[config.mk]
export PLATFORM = sky130hd
export DESIGN_NAME = hack_ram_loader
export DESIGN_NICKNAME = d
export VERILOG_FILES = /design/src/rtl/hack_ram_loader.sv
export SDC_FILE = /design/constraint.sdc
export NUM_CORES = 1
export LEC_CHECK = 0
export ABC_AREA = 1
export CAP_MARGIN = 20
export CORE_MARGIN = 1.5
export CORE_UTILIZATION = 61
export CTS_CLUSTER_SIZE = 25
export DETAILED_ROUTE_END_ITERATION = 8
export PLACE_DENSITY_LB_ADDON = 0.08
export SLEW_MARGIN = 20
export SYNTH_ARGS = -nofsm -noshare
export SYNTH_HDL_FRONTEND = slang
export SYNTH_SLANG_ARGS = --single-unit
[constraint.sdc]
create_clock -name clock -period 5.5 [get_ports clock]
set_input_delay 1.1 -clock clock [delete_from_list [all_inputs] [get_ports clock]]
set_output_delay 1.1 -clock clock [all_outputs]
set_load 0.05 [all_outputs]
[src/rtl/hack_ram_loader.sv]
// hack_ram_loader: boot loader that streams a UART byte image into the 32K x 16 RAM
// and holds the CPU in reset until the image is written.
// Stream: 16-bit word count N (high byte first), then N 16-bit data words.
// Optional feature macro: HACK_RAM_LOADER_CHECKSUM_EN appends a 16-bit checksum word
// (sum mod 2^16 of the data words) that must match for the load to succeed.
module hack_ram_loader #(
  parameter int unsigned ADDR_W         = 15,
  parameter int unsigned BASE_ADDR      = 0,
  parameter int unsigned MAX_WORDS      = 32768,
  parameter int unsigned TIMEOUT_CYCLES = 1000000
) (
  input  logic              clock,
  input  logic              reset_n,
  input  logic              start,
  input  logic [7:0]        rx_data,
  input  logic              rx_valid,
  output logic [15:0]       ram_in,
  output logic              ram_load,
  output logic [ADDR_W-1:0] ram_address,
  output logic              cpu_reset,
  output logic              busy,
  output logic              done,
  output logic              error,
  output logic [15:0]       words_written
);

  localparam int unsigned TMO_W = $clog2(TIMEOUT_CYCLES + 1);
  localparam logic [TMO_W-1:0]  TMO_LAST = TMO_W'(TIMEOUT_CYCLES - 1);
  localparam logic [ADDR_W-1:0] BASE     = ADDR_W'(BASE_ADDR);

  typedef enum logic [3:0] {
    S_IDLE,
    S_LEN_HI,
    S_LEN_LO,
    S_DATA_HI,
    S_DATA_LO,
    S_CSUM_HI,
    S_CSUM_LO,
    S_DONE,
    S_ERROR
  } state_t;

`ifdef HACK_RAM_LOADER_CHECKSUM_EN
  localparam state_t S_AFTER_DATA = S_CSUM_HI;
`else
  localparam state_t S_AFTER_DATA = S_DONE;
`endif

  state_t state, state_d;

  logic [7:0]        hi_q, hi_d;
  logic [15:0]       len_q, len_d;
  logic [ADDR_W-1:0] ptr_q, ptr_d;
  logic [15:0]       ww_d;
  logic [TMO_W-1:0]  tmo_q, tmo_d;
  logic [15:0]       ram_in_d;
  logic              ram_load_d;
  logic [ADDR_W-1:0] ram_address_d;
  logic              cpu_reset_d;
  logic              busy_d;
  logic              done_d;
  logic              error_d;
`ifdef HACK_RAM_LOADER_CHECKSUM_EN
  logic [15:0]       csum_q, csum_d;
`endif

  logic [15:0] rx_word;
  logic [15:0] ww_inc;
  logic        active;

  assign rx_word = {hi_q, rx_data};
  assign ww_inc  = words_written + 16'd1;
  assign active  = (state == S_LEN_HI) || (state == S_LEN_LO) || (state == S_DATA_HI) ||
                   (state == S_DATA_LO) || (state == S_CSUM_HI) || (state == S_CSUM_LO);

  // State register
  always_ff @(posedge clock or negedge reset_n) begin
    if (!reset_n) state <= S_IDLE;
    else          state <= state_d;
  end

  // Next-state logic: byte-driven transitions plus the inter-byte timeout
  always_comb begin
    state_d = state;
    case (state)
      S_IDLE, S_DONE, S_ERROR: if (start) state_d = S_LEN_HI;
      S_LEN_HI:  if (rx_valid) state_d = S_LEN_LO;
      S_LEN_LO: begin
        if (rx_valid) begin
          if (32'(rx_word) > MAX_WORDS) state_d = S_ERROR;
          else if (rx_word == 16'd0)    state_d = S_AFTER_DATA;
          else                          state_d = S_DATA_HI;
        end
      end
      S_DATA_HI: if (rx_valid) state_d = S_DATA_LO;
      S_DATA_LO: begin
        if (rx_valid) state_d = (ww_inc == len_q) ? S_AFTER_DATA : S_DATA_HI;
      end
`ifdef HACK_RAM_LOADER_CHECKSUM_EN
      S_CSUM_HI: if (rx_valid) state_d = S_CSUM_LO;
      S_CSUM_LO: if (rx_valid) state_d = (rx_word == csum_q) ? S_DONE : S_ERROR;
`endif
      default: state_d = S_IDLE;
    endcase
    if (active && !rx_valid && (tmo_q == TMO_LAST)) state_d = S_ERROR;
  end

  // Output/datapath logic: next values for every registered output and counter
  always_comb begin
    hi_d          = hi_q;
    len_d         = len_q;
    ptr_d         = ptr_q;
    ww_d          = words_written;
    ram_in_d      = ram_in;
    ram_address_d = ram_address;
    ram_load_d    = 1'b0;
`ifdef HACK_RAM_LOADER_CHECKSUM_EN
    csum_d        = csum_q;
`endif
    if (active) tmo_d = rx_valid ? '0 : tmo_q + TMO_W'(1);
    else        tmo_d = '0;

    case (state)
      S_IDLE, S_DONE, S_ERROR: begin
        if (start) begin
          ww_d  = 16'd0;
          ptr_d = BASE;
          len_d = 16'd0;
`ifdef HACK_RAM_LOADER_CHECKSUM_EN
          csum_d = 16'd0;
`endif
        end
      end
      S_LEN_HI:  if (rx_valid) hi_d = rx_data;
      S_LEN_LO:  if (rx_valid) len_d = rx_word;
      S_DATA_HI: if (rx_valid) hi_d = rx_data;
      S_DATA_LO: begin
        if (rx_valid) begin
          ram_in_d      = rx_word;
          ram_address_d = ptr_q;
          ram_load_d    = 1'b1;
          ptr_d         = ptr_q + ADDR_W'(1);
          ww_d          = ww_inc;
`ifdef HACK_RAM_LOADER_CHECKSUM_EN
          csum_d        = csum_q + rx_word;
`endif
        end
      end
`ifdef HACK_RAM_LOADER_CHECKSUM_EN
      S_CSUM_HI: if (rx_valid) hi_d = rx_data;
`endif
      default: ;
    endcase

    busy_d      = (state_d != S_IDLE) && (state_d != S_DONE) && (state_d != S_ERROR);
    done_d      = (state_d == S_DONE);
    error_d     = (state_d == S_ERROR);
    // CPU released only once DONE has been held for a cycle, i.e. after the last strobe
    cpu_reset_d = !((state == S_DONE) && (state_d == S_DONE));
  end

  // Datapath and output registers
  always_ff @(posedge clock or negedge reset_n) begin
    if (!reset_n) begin
      hi_q          <= 8'd0;
      len_q         <= 16'd0;
      ptr_q         <= BASE;
      tmo_q         <= '0;
      words_written <= 16'd0;
      ram_in        <= 16'd0;
      ram_load      <= 1'b0;
      ram_address   <= BASE;
      cpu_reset     <= 1'b1;
      busy          <= 1'b0;
      done          <= 1'b0;
      error         <= 1'b0;
`ifdef HACK_RAM_LOADER_CHECKSUM_EN
      csum_q        <= 16'd0;
`endif
    end else begin
      hi_q          <= hi_d;
      len_q         <= len_d;
      ptr_q         <= ptr_d;
      tmo_q         <= tmo_d;
      words_written <= ww_d;
      ram_in        <= ram_in_d;
      ram_load      <= ram_load_d;
      ram_address   <= ram_address_d;
      cpu_reset     <= cpu_reset_d;
      busy          <= busy_d;
      done          <= done_d;
      error         <= error_d;
`ifdef HACK_RAM_LOADER_CHECKSUM_EN
      csum_q        <= csum_d;
`endif
    end
  end

endmodule

==> flow_summary_export.csv <==
group,metric,value,unit
power,sequentialPowerShare,30.9,%
worst_setup_path,critPathRequiredTime,5.92,ns
logic_synthesis,syn_inst,711,
worst_setup_path,worst_path_max_delay_cell,"clkdlybuf4s50_1",
logic_synthesis,ys.flop_type,"dfrtp_1",
clock_tree,hold_buffers,0,
placed_design,portBuffers,63,
power,finalPower,3.99,mW
clock_tree,root_buffer,"clkbuf_8",
grt,grt_max_degree,75,
clock_tree,cts_tree,"yes",
power,clkPwrFrac,30.8,%
logic_synthesis,async_flop_share,100,%
die,io_pins,64,
grt,grt_util_met3,6.61,%
placed_design,dpl_cell_area,0.00642,mm^2
routing,vias,5044,
die,rows,35,
worst_setup_path,max_stage_delay,0.58,ns
logic_synthesis,syn_area,0.00571,mm^2
sta,final-max-slew-violation-count,0,
routing,wl,13800,um
sta,setup_viol,0,
cells_and_area,final_common_cell,"nand2_1",
clock_tree,clock_path_buffers,2,
cells_and_area,drive_gt1_share,8.84,%
power,p_leak,3.25,nW
cells_and_area,syn2layout_area_growth,24.0,%
routing,detail_route.wl_per_cell,15.3,um
grt,antenna_found_initial,0,
sta,worstMarginPinSlew,0.931,ns
worst_setup_path,crit_type,"primary input to flop",
power,power_switching,1.60,mW
grt,grt_pass1_wl,22900,um
routing,drt_iter0_markers,270,
routing,drc,0,
sta,fmax,322,MHz
placed_design,dp_worst_setup_slack,1.98,ns
sta,relSlewSlack,37.9,%
grt,grt_pass1_vias,4926,
logic_synthesis,synth_seq_cells,115,
die,placeableCoreArea,0.00915,mm^2
grt,busiest_layer,"met2",
logic_synthesis,yosys_warnings,0,
routing,routed_via_density,5.59,
placed_design,dp_hpwl,9600,um
cells_and_area,register_area,0.00288,mm^2
power,intPower,2.38,mW
die,die_h,99.7,um
logic_synthesis,seq_area_frac_synth,50.5,%
logic_synthesis,syn_nets,726,
worst_setup_path,crit_family,"buffers and inverters",
worst_setup_path,cp_cell_sequence,"clkdlybuf4s50_1 > inv_2 > nor2_4 > clkinv_1 > buf_4 > nor2_1 > inv_1 > o21a_1",
sta,fin_ws,2.39,ns
cells_and_area,design_area,0.00708,mm^2
power,sw_frac_of_total,40.2,%
sta,fin_crit_sh,56.5,%
clock_tree,cts_resized,0,
die,start_util,62.3,%
worst_setup_path,cp.arrival,3.53,ns
routing,ant_nets,0,
cells_and_area,fillers,635,
placed_design,finalWeightedCongestion,0.857,
run,max-cap-violations,0,
power,combPwrFrac,38.3,%
sta,hold_viol,0,
grt,use_met1,37.4,%
worst_setup_path,crit_buf_inv,5,
logic_synthesis,synth_enable_flop_cells,0,
die,die_area,0.00994,mm^2
clock_tree,clock_sinks,115,
sta,rsz0062_at_grt,"no",
power,irDropWorstVdd,0.609,mV
logic_synthesis,synth_area_per_cell,8.02,um^2
routing,firstDrtPassIters,6,
worst_setup_path,critPathLaunchType,"primary input",
logic_synthesis,yosysTopAreaCellShare,50.0,%
grt,grt.overflow.total,0,
logic_synthesis,yosysUniqueCellTypes,41,
sta,fin_crit,3.11,ns
clock_tree,htreeDepth,4,
run_status,status,"finished, final reports clean",
clock_tree,postCtsSetupBuffers,0,
cells_and_area,layout_common_cells,"nand2_1 (164), dfrtp_1 (114), inv_1 (100)",
die,fp.dieW,99.7,um
cells_and_area,final_net_count,794,
clock_tree,clkLatencyLatePin,0.53,ns
logic_synthesis,synth_largest_area_cell,"dfrtp_1",
cells_and_area,num_antenna_cells,0,
clock_tree,cts_buffers,17,
worst_setup_path,critPathMaxFanout,55,
worst_setup_path,cp-end-kind,"flop",
cells_and_area,multi_input_area,0.00235,mm^2
sta,finClkSkew,0.00863,ns
min_path,min_path_type,"flop to flop",
sta,tns,0,ns
grt,gr-usage-met2,49.9,%
logic_synthesis,synth_top_cells_by_area,"dfrtp_1 (50%), nand2_1 (11%), o21ai_0 (6.8%)",
grt,grtUsageTotal,29.8,%
power,powerDensity,564,mW/mm^2
clock_tree,clkSlewWorstSetupHoldPaths,0.06,ns
## cells in the mapped netlist, types with 2 or more instances
| cell | n |
|---|---|
| nor2_4 | 4 |
| a21oi_1 | 22 |
| inv_1 | 100 |
| buf_1 | 2 |
| nand4_1 | 16 |
| xnor2_1 | 2 |
| nor3_1 | 11 |
| nand3_1 | 62 |
| buf_2 | 3 |
| ha_1 | 3 |
| nor2_1 | 51 |
| clkbuf_1 | 11 |
| xor2_1 | 2 |
| nor2_2 | 9 |
| a31oi_1 | 2 |
| nor4_1 | 6 |
| nor3_4 | 3 |
| nand2_2 | 6 |
| nor3_2 | 2 |
| o21ai_0 | 78 |
| o21a_1 | 5 |
| a211oi_1 | 2 |
| o22ai_1 | 9 |
| dfrtp_1 | 114 |
| o211ai_1 | 2 |
| nand2_1 | 164 |
| inv_2 | 6 |
## metrics by stage
stage,std cells,hold slack [ns],util [%]
finish,903,0.466,77.3
global route,903,0.489,77.3
CTS,903,0.473,77.3
detailed placement,871,0.459,70.1
global placement,871,0.450,70.1
floorplan,711,0.433,-
## registers in the layout (all words and copies together), names as in the netlist
name and flops:
tmo_q 20, busy 1, words_written 16, done 1, ram_load 1, error 1
state 4, ptr_q 15, hi_q 8, ram_in 16, len_q 16, ram_address 15
cpu_reset 1
## power groups by stage
stage               Combinational [mW]  Sequential [mW]  Clock [mW]
CTS                               1.54             1.23        1.24
floorplan                        0.660             1.63           0
detailed placement                1.52             1.24           0
global placement                  1.50             1.23           0
global route                      1.67             1.25        1.28
finish                            1.53             1.23        1.23
## metal layers
layer	part of all wire (%)	vias up
met3	6.0	30
li1	-	2457
met1	42	2393
met5	0	-
met2	50	164
met4	2.4	0
## logic make-up after synthesis
logic type / after synthesis / synth area share, %
fa+ha+maj: 3 / 0.658
compound gates: 125 / 12.1
xor+xnor: 5 / 1.01
flops: 115 / 50.5
buf+inv: 124 / 8.36
simple gates: 339 / 27.4
## worst paths after layout
path / start / endpoint / slack, ns / cells after the start
worst max-delay path: rx_valid / ram_address[0] / 2.39 / 8
worst min-delay path: tmo_q[0] / tmo_q[0] / 0.47 / 1
worst max register to register: state[0] / ram_address[0] / 2.89 / 8
worst min register to register: tmo_q[0] / tmo_q[0] / 0.47 / 1
max in group asynchronous: reset_n / tmo_q[6] / 3.73 / 2
min in group asynchronous: reset_n / len_q[10] / 0.70 / 1
## cell type report
cell class              count  share of cell area, %
flip-flops and latches    115                   40.7
inverters                 107                   5.68
clock inverters            10                   2.86
repair buffers             66                   9.20
clock buffers              22                   6.40
well taps                 111                   1.96
multi-input cells         472                   33.2
Note: power is estimated with default switching activity, not from simulation.
==> RTL edit 1: new RTL, same settings <==
Put one more register stage on the output `ram_address`, cleared by the reset. The value now appears one clock later. The other outputs are not delayed to match.
--- a/src/rtl/hack_ram_loader.sv
+++ b/src/rtl/hack_ram_loader.sv
@@ -40,6 +40,8 @@
     S_ERROR
   } state_t;
 
+  logic [ADDR_W-1:0] ram_address_s0;
+
 `ifdef HACK_RAM_LOADER_CHECKSUM_EN
   localparam state_t S_AFTER_DATA = S_CSUM_HI;
 `else
@@ -112,7 +114,7 @@
     ptr_d         = ptr_q;
     ww_d          = words_written;
     ram_in_d      = ram_in;
-    ram_address_d = ram_address;
+    ram_address_d = ram_address_s0;
     ram_load_d    = 1'b0;
 `ifdef HACK_RAM_LOADER_CHECKSUM_EN
     csum_d        = csum_q;
@@ -169,7 +171,7 @@
       words_written <= 16'd0;
       ram_in        <= 16'd0;
       ram_load      <= 1'b0;
-      ram_address   <= BASE;
+      ram_address_s0 <= BASE;
       cpu_reset     <= 1'b1;
       busy          <= 1'b0;
       done          <= 1'b0;
@@ -185,7 +187,7 @@
       words_written <= ww_d;
       ram_in        <= ram_in_d;
       ram_load      <= ram_load_d;
-      ram_address   <= ram_address_d;
+      ram_address_s0 <= ram_address_d;
       cpu_reset     <= cpu_reset_d;
       busy          <= busy_d;
       done          <= done_d;
@@ -196,5 +198,13 @@
     end
   end
 
+  always_ff @(posedge clock or negedge reset_n) begin
+    if (!reset_n) begin
+      ram_address <= '0;
+    end else begin
+      ram_address <= ram_address_s0;
+    end
+  end
+
 endmodule
 
Check against the original RTL: not equivalent (a bounded check fails within 10 cycles, from zero or initial values and one cycle with reset_n low).
==> RTL edit 1 against the unedited design <==
Cell area grew 5.8%. Largest power group unchanged. Via count up 4.4%. Count of clock-buffer cells in the layout down 1. Critical endpoint is now cpu_reset. Clock power down 7%. Critical path type is now reg -> out. Core utilization fell by 0.71 points. Setup slack gained 0.14 ns. Non-clock buffer count unchanged. Sequential share of layout area is 2.8 points higher. Sequential cell count is 15 higher. Total power is 3.3% higher. Synthesized area up 7.3%. Wire length rose by 6.5%.
==> RTL edit 1: results <==
group,metric,value,unit
status,outcome,"complete, no violations",
critical_path,r2r-start,"words_written[0]",
final_layout,clock_buffers,21,
final_layout,nonClkBufAreaFrac,8.91,%
yosys,synth_common_cells,"163 x nand2_1, 129 x dfrtp_1, 97 x inv_1",
yosys,synth_cell_types,42,
pwr,seq_power_share,34.2,%
routing,drt_wl_total,14700,um
final_layout,multiInputGateArea,2390,um^2
routing,drt_iter0_markers,328,
critical_path,path_max_fanout,1,
final_layout,fillCellCount,713,
yosys,synth_nets,741,
critical_path,reg2reg_to,"busy",
critical_path,worst-r2r-setup-slack,3.08,ns
pwr,power_frac_clock,27.8,%
critical_path,critPathMaxStageDelay,0.80,ns
worst_hold_path,whs_path_depth,0,
final_layout,clock_area_share,8.16,%
global_route,first_global_vias,5152,
placement,place_congestion,0.986,
critical_path,crit_end,"cpu_reset",
sta,worst_clock_skew,0.00706,ns
worst_hold_path,hold_start,"ram_address_s0[7]",
global_route,grt_pass1_wl,23800,um
yosys,ys_top_cells_by_area,"dfrtp_1 53%, nand2_1 10%, inv_1 5.9%, o21ai_0 5.8%, nand3_1 4.8%",
global_route,grt_max_degree,85,
routing,first_pass_iters,5,
clocking,cts.sinks,130,
final_layout,regArea,3250,um^2
[RTL edit 1: layer usage]
layer / vias to the layer above / track usage [%] / wire length, um
met3: 30 / 7.59 / 820
met2: 173 / 51.0 / 7480
met4: 0 / 10.5 / 307
met1: 2562 / 36.5 / 6130
met5: - / 0 / 0
li1: 2500 / - / -
[RTL edit 1: per-stage QoR]
step / hold WS (ns) / total power, W / cells / util [%]
after detailed placement: 0.361 / 0.00295 / 907 / 70.1
after global routing: 0.387 / 0.00435 / 940 / 76.6
after CTS: 0.374 / 0.00412 / 939 / 76.4
after floorplan: 0.354 / 0.00249 / 726 / -
final: 0.374 / 0.00412 / 940 / 76.6
after global placement: 0.359 / 0.00291 / 907 / 70.1
[RTL edit 1: cells by family (layout without fill, tap and decap cells)]
family,count (synthesis),count (layout),share of synthesized area [%]
AOI/OAI and AO/OA,124,124,11.2
xor gates and xnor gates,5,5,0.940
adders and majority gates,3,3,0.613
buffers and inverters,123,204,7.77
DFF,130,130,53.2
and+or+nand+nor,341,341,26.3
==> RTL edit 2: new RTL, config.mk and constraints unchanged <==
Without the edit above. Change the parameter `ADDR_W` from 15 to 16.
--- a/src/rtl/hack_ram_loader.sv
+++ b/src/rtl/hack_ram_loader.sv
@@ -4,7 +4,7 @@
 // Optional feature macro: HACK_RAM_LOADER_CHECKSUM_EN appends a 16-bit checksum word
 // (sum mod 2^16 of the data words) that must match for the load to succeed.
 module hack_ram_loader #(
-  parameter int unsigned ADDR_W         = 15,
+  parameter int unsigned ADDR_W         = 16,
   parameter int unsigned BASE_ADDR      = 0,
   parameter int unsigned MAX_WORDS      = 32768,
   parameter int unsigned TIMEOUT_CYCLES = 1000000
Ports: changed (resized ram_address); port bits go from 64 to 65. No check against the original RTL was run, so the function may have changed too.
==> RTL edit 2 against the unedited design <==
Sequential share of layout area up 0.49 points. Cell area up 0.53%. Register-to-register slack worse by 0.40 ns. Count of clock-buffer cells in the layout down 2. Fmax down 6.0%. Critical endpoint is now busy. Setup slack worse by 0.20 ns. Total power down 9.0%. Core utilization down 0.33 points. Synthesized area up 1.6%. Wire length up 4.1%. Sequential cell count up 2.
==> RTL edit 2: results <==
group,metric,value,unit
final_layout,seq-cell-share,41.2,%
final_layout,drive_above_1_share,7.62,%
global_route,grt_pass1_wl,24300,um
pwr,p_int,0.00213,W
final_layout,clock_area_share,7.95,%
pwr,powerDensity,511,nW/um^2
yosys,synthAdderAreaFrac,0.647,%
global_route,grt_use_total,30.8,%
status,outcome,"complete, no violations",
sta,worst_clock_skew,0.00919,ns
yosys,synth_compound_area_share,11.4,%
final_layout,multi_input_area_share,33.7,%
routing,wl_met1,5930,um
final_layout,multi_input_gates,479,
yosys,synthCells,721,
pwr,vdd_drop_max,0.362,mV
pwr,p_leak,3.21,nW
routing,route.met3.wl,679,um
yosys,synth_nets,736,
global_route,grt_use_met3,6.03,%
critical_path,crit_end,"busy",
global_route,grt_max_degree,84,
yosys,synth_cell_types,39,
yosys,ys_seq_area_share,50.5,%
global_route,gr-usage-met1,38.4,%
critical_path,ff2ff_path_depth,12,
final_layout,fillCellCount,652,
routing,vias,5271,
yosys,synth_common_cells,"161 x nand2_1, 116 x dfrtp_1, 101 x inv_1",
sta,relSlewSlack,39.7,%
final_layout,final_cells,930,
routing,wl_met2,7250,um
placement,numPortBuffers,64,
yosys,synth_seq_cells,117,
critical_path,worst-r2r-setup-slack,2.49,ns
critical_path,path_max_fanout,74,
final_layout,clock_buffers,20,
routing,drt_iter0_markers,331,
final_layout,nonClkBufAreaFrac,9.23,%
routing,first_pass_iters,5,
critical_path,critPathArrivalTime,3.72,ns
routing,wl_per_cell,15.5,um
[RTL edit 2: cell types whose count changed in the layout (fill, tap and decap cells not counted), moves of 3 or more]
cell       change
o21ai_0        -6
clkinv_4       +3
nand2_1        -3
bufinv_16      -4
xor2_1         +8
nor3_1         +7
nand2_2        -4
nand3_1        +5
o31ai_1        +3
clkinv_2       +3
[RTL edit 2: critical path: stages]
cell and delay [ns]:
clkdlybuf4s50_1 0.54, inv_1 0.14, nor2_4 0.33, clkinv_2 0.79, nand4_1 0.43, inv_1 0.07, nor2_1 0.10, nand3_1 0.10
nand2_1 0.08, inv_1 0.04
[RTL edit 2: metrics by stage]
step / util [%] / instance area (um^2) / hold slack, ns / worst slack, ns
final: 77.0 / 7110 / 0.471 / 2.19
after detailed placement: 70.8 / 6540 / 0.463 / 2.01
after CTS: 76.9 / 7110 / 0.471 / 2.50
after floorplan: - / 5800 / 0.433 / 3.34
after global routing: 77.0 / 7110 / 0.505 / 1.93
after global placement: 70.8 / 6540 / 0.447 / 2.12
